[src/rtl/efpga_cfg_pkg.sv]
// Shared definitions for the eFPGA configuration loader: register offsets,
// CTRL/STATUS bit positions and the loader FSM state encoding.
package efpga_cfg_pkg;

    localparam logic [3:0] OFF_CTRL   = 4'h0;
    localparam logic [3:0] OFF_STATUS = 4'h4;
    localparam logic [3:0] OFF_DATA   = 4'h8;
    localparam logic [3:0] OFF_CHK    = 4'hC;

    localparam int CTRL_START = 0;
    localparam int CTRL_ABORT = 1;

    localparam int STAT_BUSY  = 0;
    localparam int STAT_DONE  = 1;
    localparam int STAT_OVF   = 2;
    localparam int STAT_CRC   = 3;
    localparam int STAT_FULL  = 4;
    localparam int STAT_EMPTY = 5;

    typedef enum logic [1:0] {
        S_IDLE,
        S_LOAD,
        S_STROBE,
        S_DONE
    } cfg_state_e;

endpackage

[src/rtl/efpga_cfg_fifo.sv]
// Synchronous frame FIFO with push/pop/flush and occupancy count.
// Pushes while full and pops while empty are ignored; flush has priority.
module efpga_cfg_fifo #(
    parameter int WIDTH = 32,
    parameter int DEPTH = 8
) (
    input  logic                     clk_i,
    input  logic                     rst_ni,
    input  logic                     push_i,
    input  logic                     pop_i,
    input  logic                     flush_i,
    input  logic [WIDTH-1:0]         din_i,
    output logic [WIDTH-1:0]         dout_o,
    output logic                     full_o,
    output logic                     empty_o,
    output logic [$clog2(DEPTH):0]   count_o
);

    localparam int AW = $clog2(DEPTH);

    logic [WIDTH-1:0] mem_q [DEPTH];
    logic [AW-1:0]    wr_ptr_q, rd_ptr_q;
    logic [AW:0]      count_q;
    logic             do_push, do_pop;

    assign full_o  = (count_q == (AW+1)'(DEPTH));
    assign empty_o = (count_q == '0);
    assign count_o = count_q;
    assign dout_o  = mem_q[rd_ptr_q];

    assign do_push = push_i & ~full_o & ~flush_i;
    assign do_pop  = pop_i & ~empty_o & ~flush_i;

    // Storage carries no reset so it can map onto RAM primitives.
    always_ff @(posedge clk_i) begin
        if (do_push) begin
            mem_q[wr_ptr_q] <= din_i;
        end
    end

    always_ff @(posedge clk_i or negedge rst_ni) begin
        if (!rst_ni) begin
            wr_ptr_q <= '0;
            rd_ptr_q <= '0;
            count_q  <= '0;
        end else if (flush_i) begin
            wr_ptr_q <= '0;
            rd_ptr_q <= '0;
            count_q  <= '0;
        end else begin
            if (do_push) wr_ptr_q <= wr_ptr_q + 1'b1;
            if (do_pop)  rd_ptr_q <= rd_ptr_q + 1'b1;
            case ({do_push, do_pop})
                2'b10:   count_q <= count_q + 1'b1;
                2'b01:   count_q <= count_q - 1'b1;
                default: count_q <= count_q;
            endcase
        end
    end

endmodule

[src/rtl/efpga_cfg_loader.sv]
// Wishbone-slave bitstream loader: buffers frames in a FIFO and replays them onto
// the fabric frame port. Optional checksum check enabled by EFPGA_CFG_CHECKSUM_EN.
module efpga_cfg_loader
    import efpga_cfg_pkg::*;
#(
    parameter logic [31:0] BASE_ADDR  = 32'h3000_0000,
    parameter int          FRAME_BITS = 32,
    parameter int          NUM_FRAMES = 20,
    parameter int          ADDR_W     = 5,
    parameter int          FIFO_DEPTH = 8
) (
    input  logic                  wb_clk_i,
    input  logic                  wb_rst_ni,
    input  logic                  wbs_stb_i,
    input  logic                  wbs_cyc_i,
    input  logic                  wbs_we_i,
    input  logic [3:0]            wbs_sel_i,
    input  logic [31:0]           wbs_adr_i,
    input  logic [31:0]           wbs_dat_i,
    output logic                  wbs_ack_o,
    output logic [31:0]           wbs_dat_o,
    output logic [ADDR_W-1:0]     cfg_frame_addr,
    output logic [FRAME_BITS-1:0] cfg_frame_data,
    output logic                  cfg_frame_strobe,
    output logic                  cfg_done
);

    localparam int CNT_W  = $clog2(NUM_FRAMES + 1);
    localparam int FCNT_W = $clog2(FIFO_DEPTH) + 1;

    cfg_state_e              state_q, state_d;
    logic [CNT_W-1:0]        frame_cnt_q, frame_cnt_d;
    logic [ADDR_W-1:0]       addr_q, addr_d;
    logic [FRAME_BITS-1:0]   data_q, data_d;
    logic                    done_q, done_d;
    logic                    ovf_q, ovf_d;
    logic                    crc_q, crc_d;
    logic                    ack_q;
    logic [31:0]             dat_q;

    logic                    hit, req, wr_req, rd_req;
    logic [3:0]              offset;
    logic                    start_req, abort_req, start_ok;
    logic                    fifo_push, fifo_pop;
    logic [FRAME_BITS-1:0]   fifo_dout;
    logic                    fifo_full, fifo_empty;
    logic [FCNT_W-1:0]       fifo_count;
    logic                    sum_ok;
    logic [31:0]             status, rdata;
    logic                    unused_ok;

    assign unused_ok = ^{wbs_sel_i, wbs_adr_i[1:0]};

    // A new request is refused while ack is high, which yields the ack-every-other-cycle rhythm.
    assign hit       = (wbs_adr_i[31:4] == BASE_ADDR[31:4]);
    assign req       = wbs_stb_i & wbs_cyc_i & hit & ~ack_q;
    assign wr_req    = req & wbs_we_i;
    assign rd_req    = req & ~wbs_we_i;
    assign offset    = wbs_adr_i[3:0];
    assign abort_req = wr_req && (offset == OFF_CTRL) && wbs_dat_i[CTRL_ABORT];
    assign start_req = wr_req && (offset == OFF_CTRL) && wbs_dat_i[CTRL_START] && !wbs_dat_i[CTRL_ABORT];
    assign start_ok  = start_req && (state_q == S_IDLE);
    assign fifo_push = wr_req && (offset == OFF_DATA);

    efpga_cfg_fifo #(
        .WIDTH (FRAME_BITS),
        .DEPTH (FIFO_DEPTH)
    ) u_fifo (
        .clk_i   (wb_clk_i),
        .rst_ni  (wb_rst_ni),
        .push_i  (fifo_push),
        .pop_i   (fifo_pop),
        .flush_i (abort_req),
        .din_i   (wbs_dat_i),
        .dout_o  (fifo_dout),
        .full_o  (fifo_full),
        .empty_o (fifo_empty),
        .count_o (fifo_count)
    );

`ifdef EFPGA_CFG_CHECKSUM_EN
    logic [31:0] sum_q, exp_q;
    logic        chk_wr;

    assign chk_wr = wr_req && (offset == OFF_CHK);
    assign sum_ok = (sum_q == exp_q);

    always_ff @(posedge wb_clk_i or negedge wb_rst_ni) begin
        if (!wb_rst_ni) begin
            sum_q <= '0;
            exp_q <= '0;
        end else begin
            if (start_ok)      sum_q <= '0;
            else if (fifo_pop) sum_q <= sum_q + 32'(fifo_dout);
            if (chk_wr)        exp_q <= wbs_dat_i;
        end
    end
`else
    assign sum_ok = 1'b1;
`endif

    always_comb begin
        state_d     = state_q;
        frame_cnt_d = frame_cnt_q;
        addr_d      = addr_q;
        data_d      = data_q;
        done_d      = done_q;
        crc_d       = crc_q;
        ovf_d       = ovf_q | (fifo_push & fifo_full);
        fifo_pop    = 1'b0;
        case (state_q)
            S_IDLE: begin
                if (start_ok) begin
                    state_d     = S_LOAD;
                    frame_cnt_d = '0;
                    done_d      = 1'b0;
                    ovf_d       = 1'b0;
                    crc_d       = 1'b0;
                end
            end
            S_LOAD: begin
                if (!fifo_empty) begin
                    fifo_pop = 1'b1;
                    addr_d   = frame_cnt_q[ADDR_W-1:0];
                    data_d   = fifo_dout;
                    state_d  = S_STROBE;
                end
            end
            S_STROBE: begin
                frame_cnt_d = frame_cnt_q + 1'b1;
                state_d     = (frame_cnt_q == CNT_W'(NUM_FRAMES - 1)) ? S_DONE : S_LOAD;
            end
            S_DONE: begin
                done_d  = sum_ok;
                crc_d   = ~sum_ok;
                state_d = S_IDLE;
            end
            default: state_d = S_IDLE;
        endcase
        if (abort_req) begin
            state_d     = S_IDLE;
            fifo_pop    = 1'b0;
            frame_cnt_d = '0;
            done_d      = 1'b0;
        end
    end

    always_comb begin
        status                = '0;
        status[STAT_BUSY]     = (state_q != S_IDLE);
        status[STAT_DONE]     = done_q;
        status[STAT_OVF]      = ovf_q;
        status[STAT_CRC]      = crc_q;
        status[STAT_FULL]     = fifo_full;
        status[STAT_EMPTY]    = fifo_empty;
        status[15:8]          = 8'(fifo_count);
        status[23:16]         = 8'(frame_cnt_q);
    end

    always_comb begin
        rdata = '0;
        case (offset)
            OFF_STATUS: rdata = status;
`ifdef EFPGA_CFG_CHECKSUM_EN
            OFF_CHK:    rdata = sum_q;
`endif
            default:    rdata = '0;
        endcase
    end

    always_ff @(posedge wb_clk_i or negedge wb_rst_ni) begin
        if (!wb_rst_ni) begin
            state_q     <= S_IDLE;
            frame_cnt_q <= '0;
            addr_q      <= '0;
            data_q      <= '0;
            done_q      <= 1'b0;
            ovf_q       <= 1'b0;
            crc_q       <= 1'b0;
            ack_q       <= 1'b0;
            dat_q       <= '0;
        end else begin
            state_q     <= state_d;
            frame_cnt_q <= frame_cnt_d;
            addr_q      <= addr_d;
            data_q      <= data_d;
            done_q      <= done_d;
            ovf_q       <= ovf_d;
            crc_q       <= crc_d;
            ack_q       <= req;
            dat_q       <= rd_req ? rdata : '0;
        end
    end

    assign wbs_ack_o        = ack_q;
    assign wbs_dat_o        = dat_q;
    assign cfg_frame_addr   = addr_q;
    assign cfg_frame_data   = data_q;
    assign cfg_frame_strobe = (state_q == S_STROBE);
    assign cfg_done         = done_q;

endmodule

[config.mk]
export PLATFORM = sky130hd
export DESIGN_NAME = efpga_cfg_loader
export DESIGN_NICKNAME = d
export VERILOG_FILES = /design/src/rtl/efpga_cfg_pkg.sv /design/src/rtl/efpga_cfg_fifo.sv /design/src/rtl/efpga_cfg_loader.sv
export SDC_FILE = /design/constraint.sdc
export NUM_CORES = 1
export LEC_CHECK = 0
export BUFFER_PORTS_ARGS = -buffer_cell sky130_fd_sc_hd__buf_4
export CAP_MARGIN = 20
export CELL_PAD_IN_SITES_DETAIL_PLACEMENT = 0
export CELL_PAD_IN_SITES_GLOBAL_PLACEMENT = 2
export CORE_ASPECT_RATIO = 0.9
export CORE_MARGIN = 2
export CORE_UTILIZATION = 30
export CTS_BUF_LIST = sky130_fd_sc_hd__clkbuf_8 sky130_fd_sc_hd__clkbuf_16
export CTS_CLUSTER_DIAMETER = 120
export DETAILED_ROUTE_END_ITERATION = 8
export PLACE_DENSITY_LB_ADDON = 0.1
export SYNTH_ARGS = -nofsm -noshare
export SYNTH_HDL_FRONTEND = slang
export SYNTH_SLANG_ARGS = --single-unit
export TNS_END_PERCENT = 1
[constraint.sdc]
create_clock -name wb_clk_i -period 5.5 [get_ports wb_clk_i]
set_clock_uncertainty 0.1 [all_clocks]
set_input_delay 0.275 -clock wb_clk_i [delete_from_list [all_inputs] [get_ports wb_clk_i]]
set_output_delay 0.275 -clock wb_clk_i [all_outputs]
set_load 0.05 [all_outputs]
==> impl_metrics.py <==
metrics = {
    "run_status": {
        "status": "finished, violations left",
        "violations": "DRC",
    },
    "cells_and_area": {
        "fillers": 3906,
        "design_area_um2": 15900,
        "drive_gt1_share_pct": 32.92,
        "synthToLayoutAreaGrowth_pct": 24.29,
        "final_nets": 940,
        "finish.utilization_pct": 37.91,
    },
    "pwr": {
        "switching_share_pct": 30.64,
        "p_leak_nw": 6.007,
        "p_int_mw": 4.939,
        "power_switching_mw": 2.182,
        "power_frac_clock_pct": 33.8,
        "ir_drop_mv": 0.3192,
        "combPwrFrac_pct": 23.3,
        "share_seq_of_total_power_pct": 42.9,
        "power.density_nw_per_um2": 447.9,
    },
    "clock_tree": {
        "cts_tree": "yes",
        "numCtsBuffers": 38,
        "cts_sinks": 327,
        "cts.htree.levels": 2,
        "cts-root-buf": "clkbuf_16",
        "insertion_delay_ns": 0.51,
        "ctsResizeCount": 0,
        "clk_pin_slew_ns": 0.06,
        "ctsLongestPathBuffers": 3,
    },
    "yosys": {
        "synthCells": 683,
        "synth-main-ff-cell": "edfxtp_1",
        "postSynthAreaPerCell_um2": 18.73,
        "yosysTopAreaCellShare_pct": 60.11,
        "ys_types": 53,
        "syn_area_um2": 12790,
        "synth.area.top_cells": "edfxtp_1 (60%), dfrtp_1 (14%), mux4_2 (11%), mux2i_1 (2.8%), nand2_1 (1.8%)",
        "synth_edf_count": 256,
        "yosys_warnings": 0,
        "yosysMostFrequentCell": "edfxtp_1",
        "synth_top_area_cell": "edfxtp_1",
        "synth_seq_cells": 327,
        "ys_seq_area_share_pct": 74.00,
        "async_flop_share_pct": 21.71,
        "synthTopCellsByCount": "edfxtp_1 (256), dfrtp_1 (71), mux4_2 (64)",
    },
    "die": {
        "io_pins": 145,
        "die_x_um": 221.6,
        "coreArea_um2": 41930,
        "start_util_pct": 30.50,
        "die_h_um": 199.9,
        "rows": 71,
        "dieArea_um2": 44300,
    },
    "global_routing": {
        "gr-usage-all-layers_pct": 13.62,
        "grt_overflow": 0,
        "grt_antenna_before_repair": 1,
        "grt_pass1_vias": 7113,
        "grt_max_degree": 73,
        "grt_pass1_wl_mm": 44.64,
    },
    "sta": {
        "worst_pin_slew_ns": 1.070,
        "setup_viol": 0,
        "layout_setup_ws_ns": 2.339,
        "max_freq_mhz": 316.3,
        "tns_ns": 0,
        "timing.final.crit_share_pct": 57.48,
        "min_period_ns": 3.161,
        "relSlewSlack_pct": 28.70,
        "hold_slack_ns": 0.1083,
        "hold_viol_final": 0,
        "slew_violations": 0,
        "rsz0062_at_grt": "false",
    },
    "drt": {
        "firstDrtPassIters": 6,
        "wl_per_cell_um": 20.56,
        "drt_iter0_drc": 476,
        "drtAntennaViolNets": 0,
        "routed_via_density": 4.583,
        "routed-via-count": 6590,
        "routed_wirelength_mm": 29.57,
        "drc": 16,
    },
    "worst_setup_path": {
        "cp-start-kind": "flip-flop",
        "cp-end-kind": "flip-flop",
        "crit_arrival_ns": 3.46,
        "required_ns": 5.79,
        "crit_fanout": 6,
        "crit_slowest_cell": "or4b_1",
        "critPathMaxStageDelay_ns": 0.64,
        "path_class": "flip-flop to flip-flop",
        "path_cells": "or4b_1 > nand3_2 > a21oi_2 > nor2_1 > ha_1 > a21o_1 > a21oi_1 > nand2_1 > mux2_2 > o221a_1",
        "r2r_slack_ns": 2.34,
    },
    "placed_design": {
        "gp_congestion": 0.7225,
        "dp_hpwl_mm": 16.58,
        "dpl_cell_area_um2": 14330,
        "place_ws_ns": 2.180,
        "port_buffers": 122,
    },
    "worst_hold_path": {
        "hold_class": "primary input to flip-flop",
    },
    "job": {
        "max-cap-violations": 0,
    },
}
## power groups by stage
| stage | Sequential, mW | Combinational (mW) | Clock (mW) |
|---|---|---|---|
| detailed placement | 3.16 | 1.61 | 0 |
| floorplan | 3.36 | 0.886 | 0 |
| CTS | 3.11 | 1.64 | 2.49 |
| global placement | 3.15 | 1.60 | 0 |
| finish | 3.05 | 1.66 | 2.41 |
| global route | 3.09 | 1.80 | 2.59 |
## state kept, by name, summed over array words and instances, names as in the netlist
name and cells:
u_fifo.count_o 4, cfg_frame_addr 5, u_fifo.mem_q 256, wbs_ack_o 1, u_fifo.wr_ptr_q 3, cfg_frame_data 32, cfg_done 1, state_q 2
u_fifo.rd_ptr_q 3, frame_cnt_q 5, wbs_dat_o 14, ovf_q 1
## cell usage in the layout, fill, tap and decap left out, types with 4 or more instances in the layout
| cell type | netlist | final |
|---|---|---|
| clkbuf_16 | 0 | 39 |
| mux2i_1 | 36 | 36 |
| a21oi_1 | 7 | 7 |
| dfrtp_1 | 71 | 68 |
| clkinv_2 | 0 | 9 |
| inv_1 | 1 | 6 |
| mux4_2 | 64 | 64 |
| nand2_1 | 61 | 61 |
| edfxtp_1 | 256 | 256 |
| nor4_2 | 7 | 9 |
| o21ai_0 | 35 | 35 |
| buf_4 | 19 | 135 |
| nor2_1 | 18 | 17 |
| clkinv_1 | 0 | 6 |
| conb_1 | 1 | 18 |
| nor3_2 | 2 | 5 |
| dlygate4sd3_1 | 0 | 33 |
| nor3_1 | 7 | 4 |
| nand4_1 | 5 | 5 |
| and2_1 | 12 | 12 |
| xor2_1 | 4 | 4 |
| ha_1 | 5 | 5 |
## per-layer routing
metal | GRT usage [%] | wire (um) | vias up
met4 | 3.804 | 609 | 2
met3 | 2.547 | 1180 | 45
li1 | - | - | 2994
met5 | 0 | 13 | -
met2 | 23.85 | 14830 | 118
met1 | 17.44 | 12940 | 3431
## worst paths after layout
check | startpoint | end | cells past startpoint
max in group asynchronous | wb_rst_ni | u_fifo.rd_ptr_q[1] | 3
max | u_fifo.count_o[0] | u_fifo.count_o[3] | 10
min in group asynchronous | wb_rst_ni | cfg_frame_data[8] | 2
max reg2reg | u_fifo.count_o[0] | u_fifo.count_o[3] | 10
min reg2reg | cfg_frame_data[7] | cfg_frame_data[7] | 2
min | wbs_adr_i[3] | ovf_q | 4
## what timing repair did
item                      in CTS  in global routing
hold endpoints to repair     278                  0
hold buffers                  33                  0
setup buffers                  0                  0
## worst max-delay path: cells and delay by family (launching register included)
kind | cells | cell delay [ns]
flip-flops | 1 | 0.48
AO/OA/AOI/OAI | 4 | 0.78
adder cells (fa/ha/maj) | 1 | 0.28
AND/OR/NAND/NOR | 4 | 1.14
multiplexers | 1 | 0.27
## per-stage QoR
step | total power [mW] | instances
after global routing | 7.476 | 1437
after CTS | 7.239 | 1436
after floorplan | 4.248 | 700
after detailed placement | 4.772 | 1334
final | 7.120 | 1438
after global placement | 4.749 | 1334
## area by class of cell
class	instances	area [um2]	share of cell area, %
inverter	2	7.507	0.04723
sequential	327	9473	59.59
timing repair buffer	169	1371	8.627
tap	547	684.4	4.305
clock buffer	42	1017	6.399
multi-input combinational	323	3153	19.83
clock inverter	27	187.7	1.181
antenna	1	2.502	0.01574
## cell families after synthesis
group                    after synthesis  share of synthesized area, %
AO/OA/AOI/OAI                         54                         2.407
XOR/XNOR                               7                        0.4794
adder cells (fa/ha/maj)                6                        0.6457
buffers and inverters                 50                         2.211
flip-flops                           327                         74.00
multiplexers                         101                         14.18
other                                  1                       0.02932
AND/OR/NAND/NOR                      137                         6.055
Power figures use the tool's default switching activity.
